`src/rtl/sw_history_reader_pkg.sv`:
```
// Shared constants and sizing helpers for the switch-history read buffer.
// Imported by the top module and the seven-segment decoder.
package sw_history_reader_pkg;

    localparam int DW_DEF    = 10;
    localparam int DEPTH_DEF = 8;
    localparam int POP_W     = 4;

    typedef logic [6:0] seg_t;

    // Pointer width for a power-of-two buffer depth.
    function automatic int ptr_w(input int depth);
        return (depth > 1) ? $clog2(depth) : 1;
    endfunction

    // Fill count needs one extra bit so that "full" (== depth) is representable.
    function automatic int cnt_w(input int depth);
        return ptr_w(depth) + 1;
    endfunction

endpackage

```
`src/rtl/dectohex.sv`:
```
// Nibble to seven-segment decoder, segments active-low, bit order {g,f,e,d,c,b,a}.
module dectohex
    import sw_history_reader_pkg::*;
(
    input  logic [3:0] nibble,
    output seg_t       seg
);

    // Hex glyph lookup.
    always_comb begin
        seg = 7'h7F;
        case (nibble)
            4'h0:    seg = 7'h40;
            4'h1:    seg = 7'h79;
            4'h2:    seg = 7'h24;
            4'h3:    seg = 7'h30;
            4'h4:    seg = 7'h19;
            4'h5:    seg = 7'h12;
            4'h6:    seg = 7'h02;
            4'h7:    seg = 7'h78;
            4'h8:    seg = 7'h00;
            4'h9:    seg = 7'h10;
            4'hA:    seg = 7'h08;
            4'hB:    seg = 7'h03;
            4'hC:    seg = 7'h46;
            4'hD:    seg = 7'h21;
            4'hE:    seg = 7'h06;
            4'hF:    seg = 7'h0E;
            default: seg = 7'h7F;
        endcase
    end

endmodule

```
`src/rtl/sw_history_reader.sv`:
```
// FIFO of captured switch words, popped one per read strobe onto the LEDs,
// with fill level and pop count shown on two seven-segment digits.
module sw_history_reader
    import sw_history_reader_pkg::*;
#(
    parameter int DW    = DW_DEF,
    parameter int DEPTH = DEPTH_DEF
) (
    input  logic          clk100_i,
    input  logic          rst_i,
    input  logic          wr_en_i,
    input  logic [DW-1:0] wr_data_i,
    input  logic          rd_req_i,
    output logic [DW-1:0] ledr_o,
    output logic          full_o,
    output logic          empty_o,
    output logic          ovf_o,
    output logic          udf_o,
    output logic [6:0]    hex1_o,
    output logic [6:0]    hex0_o
);

    localparam int PW = ptr_w(DEPTH);
    localparam int CW = cnt_w(DEPTH);
    localparam logic [PW-1:0] PTR_LAST = PW'(DEPTH - 1);
    localparam logic [CW-1:0] CNT_FULL = CW'(DEPTH);

    logic [DW-1:0]    mem_r [DEPTH];
    logic [PW-1:0]    wr_ptr_r;
    logic [PW-1:0]    rd_ptr_r;
    logic [PW-1:0]    wr_ptr_nxt_s;
    logic [PW-1:0]    rd_ptr_nxt_s;
    logic [CW-1:0]    count_r;
    logic [CW-1:0]    count_nxt_s;
    logic [POP_W-1:0] pop_r;
    logic [DW-1:0]    ledr_r;
    logic             ovf_r;
    logic             udf_r;
    logic             full_s;
    logic             empty_s;
    logic             rd_acc_s;
    logic             wr_acc_s;

    // Acceptance decisions: a read frees a slot, so a write into a full buffer is legal alongside it.
    always_comb begin
        full_s   = (count_r == CNT_FULL);
        empty_s  = (count_r == {CW{1'b0}});
        rd_acc_s = rd_req_i & ~empty_s;
        wr_acc_s = wr_en_i & (~full_s | rd_acc_s);
    end

    // Next pointers and fill count.
    always_comb begin
        wr_ptr_nxt_s = wr_ptr_r;
        rd_ptr_nxt_s = rd_ptr_r;
        count_nxt_s  = count_r;
        if (wr_acc_s) begin
            wr_ptr_nxt_s = (wr_ptr_r == PTR_LAST) ? {PW{1'b0}} : wr_ptr_r + {{(PW-1){1'b0}}, 1'b1};
        end else begin
            wr_ptr_nxt_s = wr_ptr_r;
        end
        if (rd_acc_s) begin
            rd_ptr_nxt_s = (rd_ptr_r == PTR_LAST) ? {PW{1'b0}} : rd_ptr_r + {{(PW-1){1'b0}}, 1'b1};
        end else begin
            rd_ptr_nxt_s = rd_ptr_r;
        end
        case ({wr_acc_s, rd_acc_s})
            2'b10:   count_nxt_s = count_r + {{(CW-1){1'b0}}, 1'b1};
            2'b01:   count_nxt_s = count_r - {{(CW-1){1'b0}}, 1'b1};
            default: count_nxt_s = count_r;
        endcase
    end

    // Control state, LED word and sticky error flags.
    always_ff @(posedge clk100_i or negedge rst_i) begin
        if (!rst_i) begin
            wr_ptr_r <= {PW{1'b0}};
            rd_ptr_r <= {PW{1'b0}};
            count_r  <= {CW{1'b0}};
            pop_r    <= {POP_W{1'b0}};
            ledr_r   <= {DW{1'b0}};
            ovf_r    <= 1'b0;
            udf_r    <= 1'b0;
        end else begin
            wr_ptr_r <= wr_ptr_nxt_s;
            rd_ptr_r <= rd_ptr_nxt_s;
            count_r  <= count_nxt_s;
            if (rd_acc_s) begin
                ledr_r <= mem_r[rd_ptr_r];
                pop_r  <= pop_r + 4'd1;
            end else begin
                ledr_r <= ledr_r;
                pop_r  <= pop_r;
            end
            ovf_r <= ovf_r | (wr_en_i & ~wr_acc_s);
            udf_r <= udf_r | (rd_req_i & ~rd_acc_s);
        end
    end

    // Storage array; contents are don't-care after reset so it carries no reset.
    always_ff @(posedge clk100_i) begin
        if (wr_acc_s) begin
            mem_r[wr_ptr_r] <= wr_data_i;
        end else begin
            mem_r[wr_ptr_r] <= mem_r[wr_ptr_r];
        end
    end

    assign ledr_o  = ledr_r;
    assign full_o  = full_s;
    assign empty_o = empty_s;
    assign ovf_o   = ovf_r;
    assign udf_o   = udf_r;

    dectohex u_hex_fill (
        .nibble (4'(count_r)),
        .seg    (hex1_o)
    );

    dectohex u_hex_pop (
        .nibble (pop_r),
        .seg    (hex0_o)
    );

endmodule
```
`config.mk`:
```
export PLATFORM = sky130hd
export DESIGN_NAME = sw_history_reader
export DESIGN_NICKNAME = d
export VERILOG_FILES = /design/src/rtl/sw_history_reader_pkg.sv /design/src/rtl/dectohex.sv /design/src/rtl/sw_history_reader.sv
export SDC_FILE = /design/constraint.sdc
export NUM_CORES = 1
export LEC_CHECK = 0
export BUFFER_PORTS_ARGS = -buffer_cell sky130_fd_sc_hd__buf_2
export CORE_AREA = 5 5 124 126
export CTS_BUF_LIST = sky130_fd_sc_hd__clkbuf_4
export DETAILED_ROUTE_END_ITERATION = 8
export DIE_AREA = 0 0 129 131
export SKIP_LAST_GASP = 1
export SLEW_MARGIN = 20
export SYNTH_ARGS = -nofsm -noshare
export SYNTH_HDL_FRONTEND = slang
export SYNTH_SLANG_ARGS = --single-unit
export TNS_END_PERCENT = 30
```
`constraint.sdc`:
```
create_clock -name clk100_i -period 7.3 [get_ports clk100_i]
set_input_delay 1.095 -clock clk100_i [delete_from_list [all_inputs] [get_ports clk100_i]]
set_output_delay 1.095 -clock clk100_i [all_outputs]
set_load 0.005 [all_outputs]
```
* Word-level counts from Yosys, hierarchy flattened
Memory sizes are Yosys's and may differ from the RTL's. A register that Yosys moved wholly into a read port is not among the register bits.
Cells that the tools add are included.
** Storage, ports and cells
- Memory bits (writable) :: 80
- Input bits :: 14
- Flip-flop bits (word level) :: 16
- Memories kept :: 3
- Memory bits (read-only) :: 224
** Cells by class
- $add $sub $neg :: 5
- Reductions and logical operators :: 4
- Bitwise logic cells :: 12
- Muxes and demuxes :: 7
- Equality and inequality tests :: 6
** Memory list
- (no name shown) :: words 16, width 7, rd ports 1, clocked after memory_dff 0, write ports 0, line dectohex.sv:12 : case (nibble)
- (no name shown) :: words 16, width 7, rd ports 1, clocked after memory_dff 0, write ports 0, line dectohex.sv:12
- mem_r :: words 8, width 10, rd ports 1, clocked after memory_dff 1, write ports 1, line sw_history_reader.sv:28 : logic [DW-1:0] mem_r [DEPTH];
** Operators with widths (number)
- 10-bit 2-to-1 mux :: 1
- 4-bit by 1-bit adder with 4-bit output, second input constant :: 2
- 4-bit one-hot mux with 2 select lines :: 1
- 3-bit by 1-bit adder with 3-bit output, second input constant :: 2
- 3-bit equality test, second input constant :: 2
- 3-bit 2-to-1 mux :: 2
- 1-bit AND :: 4
- 4-bit equality test, second input constant :: 1
- 4-bit logical NOT :: 1
- 1-bit NOT :: 4
- 1-bit bitwise OR :: 4
- 4-bit by 1-bit subtractor with 4-bit output, second input constant :: 1
- 1-bit 2-to-1 mux :: 3
- 2-bit by 1-bit equality test with 1-bit output, second input constant :: 1
- 2-bit equality test, second input constant :: 1
- 2-bit AND reduction :: 1
- 2-bit nonzero test :: 1
- 1-bit logical NOT :: 1
- 0-bit != test :: 1

* Longest topological paths before layout
- Depth in word-level cells :: 8
- Gate-level depth with buffers :: 12

* Hierarchy
A second synthesis with hierarchy kept.
** Second synthesis, totals
- Cell total of the unflattened synthesis :: 334
- Area, all modules :: 4884.7 um^2
** By module, submodules not included
- sw_history_reader :: area an instance 4334.2 um^2, cells an instance 270, instances 1
- dectohex :: area an instance 275.3 um^2, cells an instance 32, instances 2

* Worst setup path after synthesis
Ideal clock, no wire load.
- Kind :: input to register
- Start point :: input rd_req_i
- End point :: memory mem_r[0][0] (netlist bit), enable pin
- Library setup time :: 0.403 ns
- Slack :: 4.492 ns
- Required time :: 6.897 ns
- Stages on the path :: 3
- Arrival :: 2.404 ns
- Cell sequence :: buf_2 -> o21ai_2 -> nor4_1
** Between the ends
- Word-level cells in the longest chain between the ends :: 6
- Elaborated cells between the ends (all ways) :: 8
** Ends and longest elaborated chain
- start: declaration :: line sw_history_reader.sv:13 : input logic rd_req_i,
- 1-bit AND (*) :: line sw_history_reader.sv:48 : rd_acc_s = rd_req_i & ~empty_s;
- 1-bit bitwise OR (*) :: line sw_history_reader.sv:49 : wr_acc_s = wr_en_i & (~full_s | rd_acc_s);
- 1-bit AND (*) :: line sw_history_reader.sv:49
- 1-bit 2-to-1 mux, on equally long branches :: line sw_history_reader.sv:102, sw_history_reader.sv:105
- 1-bit 2-to-1 mux (not written as such) or 2-bit AND reduction (tied branches)
- 1-bit bitwise OR (no source line) (*)
- end: declaration :: line sw_history_reader.sv:28
Mark *: on every way between the ends. The rest lies on a longest branch, timed or not.

* Worst setup path in the final report
- Start point :: register pop_r[1]
- End point :: output hex0_o[0]
** Between the ends
- Word-level cells in the longest chain between the ends :: 1
** Ends and longest elaborated chain
- start: declaration :: line sw_history_reader.sv:35 : logic [POP_W-1:0] pop_r;
- start signal: assignment :: line sw_history_reader.sv:80 : pop_r <= {POP_W{1'b0}};
- start signal: assignment :: line sw_history_reader.sv:90 : pop_r <= pop_r + 4'd1;
- start signal: assignment :: line sw_history_reader.sv:93 : pop_r <= pop_r;
- memory 16 x 7 bit
- end: declaration :: line sw_history_reader.sv:20 : output logic [6:0] hex0_o
Every way passes these cells.

==> results <==
- The worst-path cell with the longest stage delay is sky130_fd_sc_hd__dfrtp_1.
- The via total after detailed routing is 2817.
- The mux cell area share after synthesis is 11.7%.
- The post-placement cell area is 5230 µm².
- Of the total synthesized cell area, the portion taken by AND, OR, NAND and NOR gates is 8.72%.
- The run finished with clean final reports.
- The library cells used most frequently in the layout, excluding fill and tap cells, are sky130_fd_sc_hd__edfxtp_1, sky130_fd_sc_hd__mux2i_1, sky130_fd_sc_hd__buf_2.
- Across the VDD grid, the largest voltage drop is 0.138 mV.
- During synthesis, Yosys emitted a total of 0 warnings.
- In this run the count of I/O pins placed on the die edge is between 40 and 50.
- The area growth from synthesis to layout is 12.9%.
- The final count of hold timing violations came to 0.
- The number of register bits inferred by synthesis is 106.
- In the routed layout, each cell is associated on average with a via count of 4.84.
- The H-tree generated during clock tree synthesis spans 3 levels.
- The sequential element share of the synthesized area is between 60% and 70%.
- In this run the worst setup path begins at pop_r[1].
- The total power is between 0.002 and 0.0025 W.
- Walking the worst path, the cells encountered are inv_1, ha_1, nor2b_1, or3b_2, o21ai_0, buf_2.
- In this run the power density over the cells is about 390 nW/µm².
- For this configuration, the core starts out at a cell density of approximately 34%.
- The wire-length estimate of the detail-placed layout is ~5900 µm.
- The synthesized netlist occupies a cell area of 4810 µm².
- The share of layout cells above drive strength 1 is 20.7%.
- The cell sitting at the root of the clock tree is a sky130_fd_sc_hd__clkbuf_4.
- The number of global-route vias before repair is 2771.
- Setup repair after global routing left no endpoint under its margin.
- The data arrival at the endpoint of the critical path is between 2000 and 2500 ps.
- The sort of element at the start of the critical path is a flip-flop.
- TritonCTS built the clock tree.
- The worst setup path is of the reg2out kind.
- The data required time of the worst path is approximately 6200 ps.
- The worst setup path is captured at a primary output.
- In this run the register-to-register setup slack is 4410 ps.
- The slew at the pin closest to its max-slew limit is 972 ps.
- The full die area is ~17000 µm².
- Once detail routing completed, the nets flagged for antenna violations numbered 0.
- The number of remaining DRC errors is 0.
- The worst max-slew margin expressed relative to the limit is about a third.
- The initial antenna violation count came to 1.
- The aggregate negative setup slack is 0 ps.
- The number of hold-repair buffers added at the cts stage is 0.
- The die span in y is 131 µm.
- After technology mapping, the gate count stands at about 350.
- The die width is 129 µm.
- The count of cells in the finished layout, fillers not included, comes to about 580.
- Clock tree synthesis inserted a total of 9 buffers.
- The final standard cell area without fillers is 5430 µm².
- Summed over all cells, the static leakage comes to 2.16 nW.
- Summing the areas of all compound-gate instances in the mapped netlist gives 7.49% of the synthesized area.
- The critical path ends at hex0_o[0].
- The maximum operating frequency is 311 MHz.
- The first-pass GRT wire length is 14900 µm.
- The average cell area after synthesis is 13.8 µm².
- The clock sink count is 106.
- The port buffer count is 41.
- The core occupancy in the finished layout is 38.2%.
- The total of max-cap violations is 0.
- Dividing the detail-routed wire length by the instance count gives about 16 µm.
- The post-CTS repair timing setup buffer count is 0.
- The commonest register cell after synthesis is sky130_fd_sc_hd__edfxtp_1.
- Counting flops with a built-in enable in the synthesized netlist gives 80.
- The final weighted congestion in routability-driven placement is 0.749.
- The clock arrives with 22.7 ps of skew.
- Fill cells in the final layout number 1370.
- Counting every net in the synthesized netlist gives 382.
- Counting tap cells, the placed design contains a total of roughly 570 instances.
- After layout, the worst path uses 44.0% of the clock period.
- At the end of the flow, the number of nets in the layout was 425.
- In this run, the number of DRC markers left after iteration 0 of detailed routing was 77.
- Clock latency on the worst-skew pair, taken at its later pin, is 450 ps.
- The placeable core region is 14200 µm².
- The synthesized netlist devotes 1.09% of its cell area to XOR and XNOR gates.
- Of the total synthesized cell area, the portion taken by full adders, half adders and majority gates is 5.10%.
- The final critical delay including setup and external delays is about 3200 ps.
- The maximum net fanout on the critical path is 6.
- Summed over all layers, the routed wires come to 9190 µm.
- The global route total overflow is 0.
- The iteration count of the initial detailed-routing pass is 4.
- The min-delay analysis places its worst path in the category reg2reg.
- The startpoint identified for the worst register-to-register timing path is count_r[0].
- Clock-pin slew was measured on the worst setup and hold paths at 160 ps.
- Setup violations remaining at the end of the flow were counted as 0.
- Synthesis instantiated 43 different standard cells from the library.
- The number of buffers on the longest clock path is 2.
- After synthesis, the share of flip-flops with an asynchronous set or reset is 24.5%.
- The initialized floorplan defines 44 standard-cell rows.
- The number of max-slew violations in the final report is 0.
- The biggest cell delay along the critical path is 480 ps.
- Global routing used 11.6% of the available tracks across all layers.
- The pin count of the biggest net entering global routing is 44.
- The end of the worst register-to-register path is count_r[3].
- Leaving out fill and tap cells, the most frequent cell in the layout is sky130_fd_sc_hd__edfxtp_1.
- In this run, post-CTS repair resized a total of 0 instances.
- By area, the combinational part of the netlist is dominated by multiplexers.
- The number of cells traversed by the worst register-to-register path is 11.
## area by class of cell
class	count	area [µm²]	share of cell area (%)
clock inverters	6	119	2.19
diodes	1	2.50	0.0461
flip-flops and latches	106	3050	56.3
repair buffers	50	273	5.03
inverters	8	30.0	0.553
clock buffers	10	75.1	1.38
well taps	184	230	4.24
multi-input cells	217	1640	30.3
## critical path, delay by kind of cell, from the launching register on
| family | cells | cell delay (ps) |
|---|---|---|
| AO/OA/AOI/OAI | 1 | 80 |
| AND/OR/NAND/NOR | 2 | 550 |
| adder cells (fa/ha/maj) | 1 | 250 |
| flip-flops | 1 | 480 |
| buffers and inverters | 2 | 310 |
## per-layer routing
| layer | GRT usage, % | vias to the layer above | share of wire, % |
|---|---|---|---|
| li1 | - | 1374 | - |
| met1 | 15.1 | 1391 | 46 |
| met2 | 19.4 | 40 | 49 |
| met3 | 2.03 | 12 | 3.1 |
| met4 | 4.82 | 0 | 1.8 |
| met5 | 0 | - | 0 |
## cell families (layout without fill, tap and decap cells)
logic type                 Yosys count  count (layout)
DFF                                106             106
and+or+nand+nor                     87              87
muxes                               54              54
AOI/OAI and AO/OA                   51              51
buffers and inverters               26              74
adders and majority gates           19              19
xor gates and xnor gates             6               6
other                                0               1
## registers in the layout, indices dropped and copies added (netlist names)
signal,count
count_r,4
ledr_o,10
mem_r,80
ovf_o,1
pop_r,4
rd_ptr_r,3
udf_o,1
wr_ptr_r,3
## power by group
| part | switching [W] | leakage [nW] | total, W | internal [W] |
|---|---|---|---|---|
| clock network | 0.000192 | 0.104 | 0.000374 | 0.000182 |
| registers | 0.000124 | 1.03 | 0.000914 | 0.000790 |
| logic | 0.000433 | 1.03 | 0.000819 | 0.000386 |
| total | 0.000749 | 2.16 | 0.00211 | 0.00136 |
## cells in the mapped netlist, types with 7 or more instances
library cell	number	share of area [%]
sky130_fd_sc_hd__a21oi_1	7	0.73
sky130_fd_sc_hd__mux2i_1	47	9.8
sky130_fd_sc_hd__buf_2	10	1.0
sky130_fd_sc_hd__ha_1	18	4.7
sky130_fd_sc_hd__inv_1	8	0.62
sky130_fd_sc_hd__a22oi_1	20	3.1
sky130_fd_sc_hd__nand3_1	10	1.0
sky130_fd_sc_hd__nand2_1	35	2.7
sky130_fd_sc_hd__dfrtp_1	26	14
sky130_fd_sc_hd__o21ai_0	8	0.83
sky130_fd_sc_hd__edfxtp_1	80	50
sky130_fd_sc_hd__nor2_1	15	1.2
## how the worst min path moves through the flow
stage          start     to  slack, ps  depth (start not counted)
4_1_cts        udf_o  udf_o        470                          1
3_5_place_dp   udf_o  udf_o        440                          1
2_1_floorplan  ovf_o  ovf_o        450                          1
3_3_place_gp   udf_o  udf_o        440                          1
6_report       udf_o  udf_o        470                          1
5_1_grt        ovf_o  ovf_o        500                          1
## through the flow
step           hold WS, ps  worst slack (ps)
6_report               470              4090
4_1_cts                474              4050
5_1_grt                504              3930
2_1_floorplan          451              4490
3_3_place_gp           435              4200
3_5_place_dp           440              4070
No activity file was read; power rests on OpenSTA's default activity.
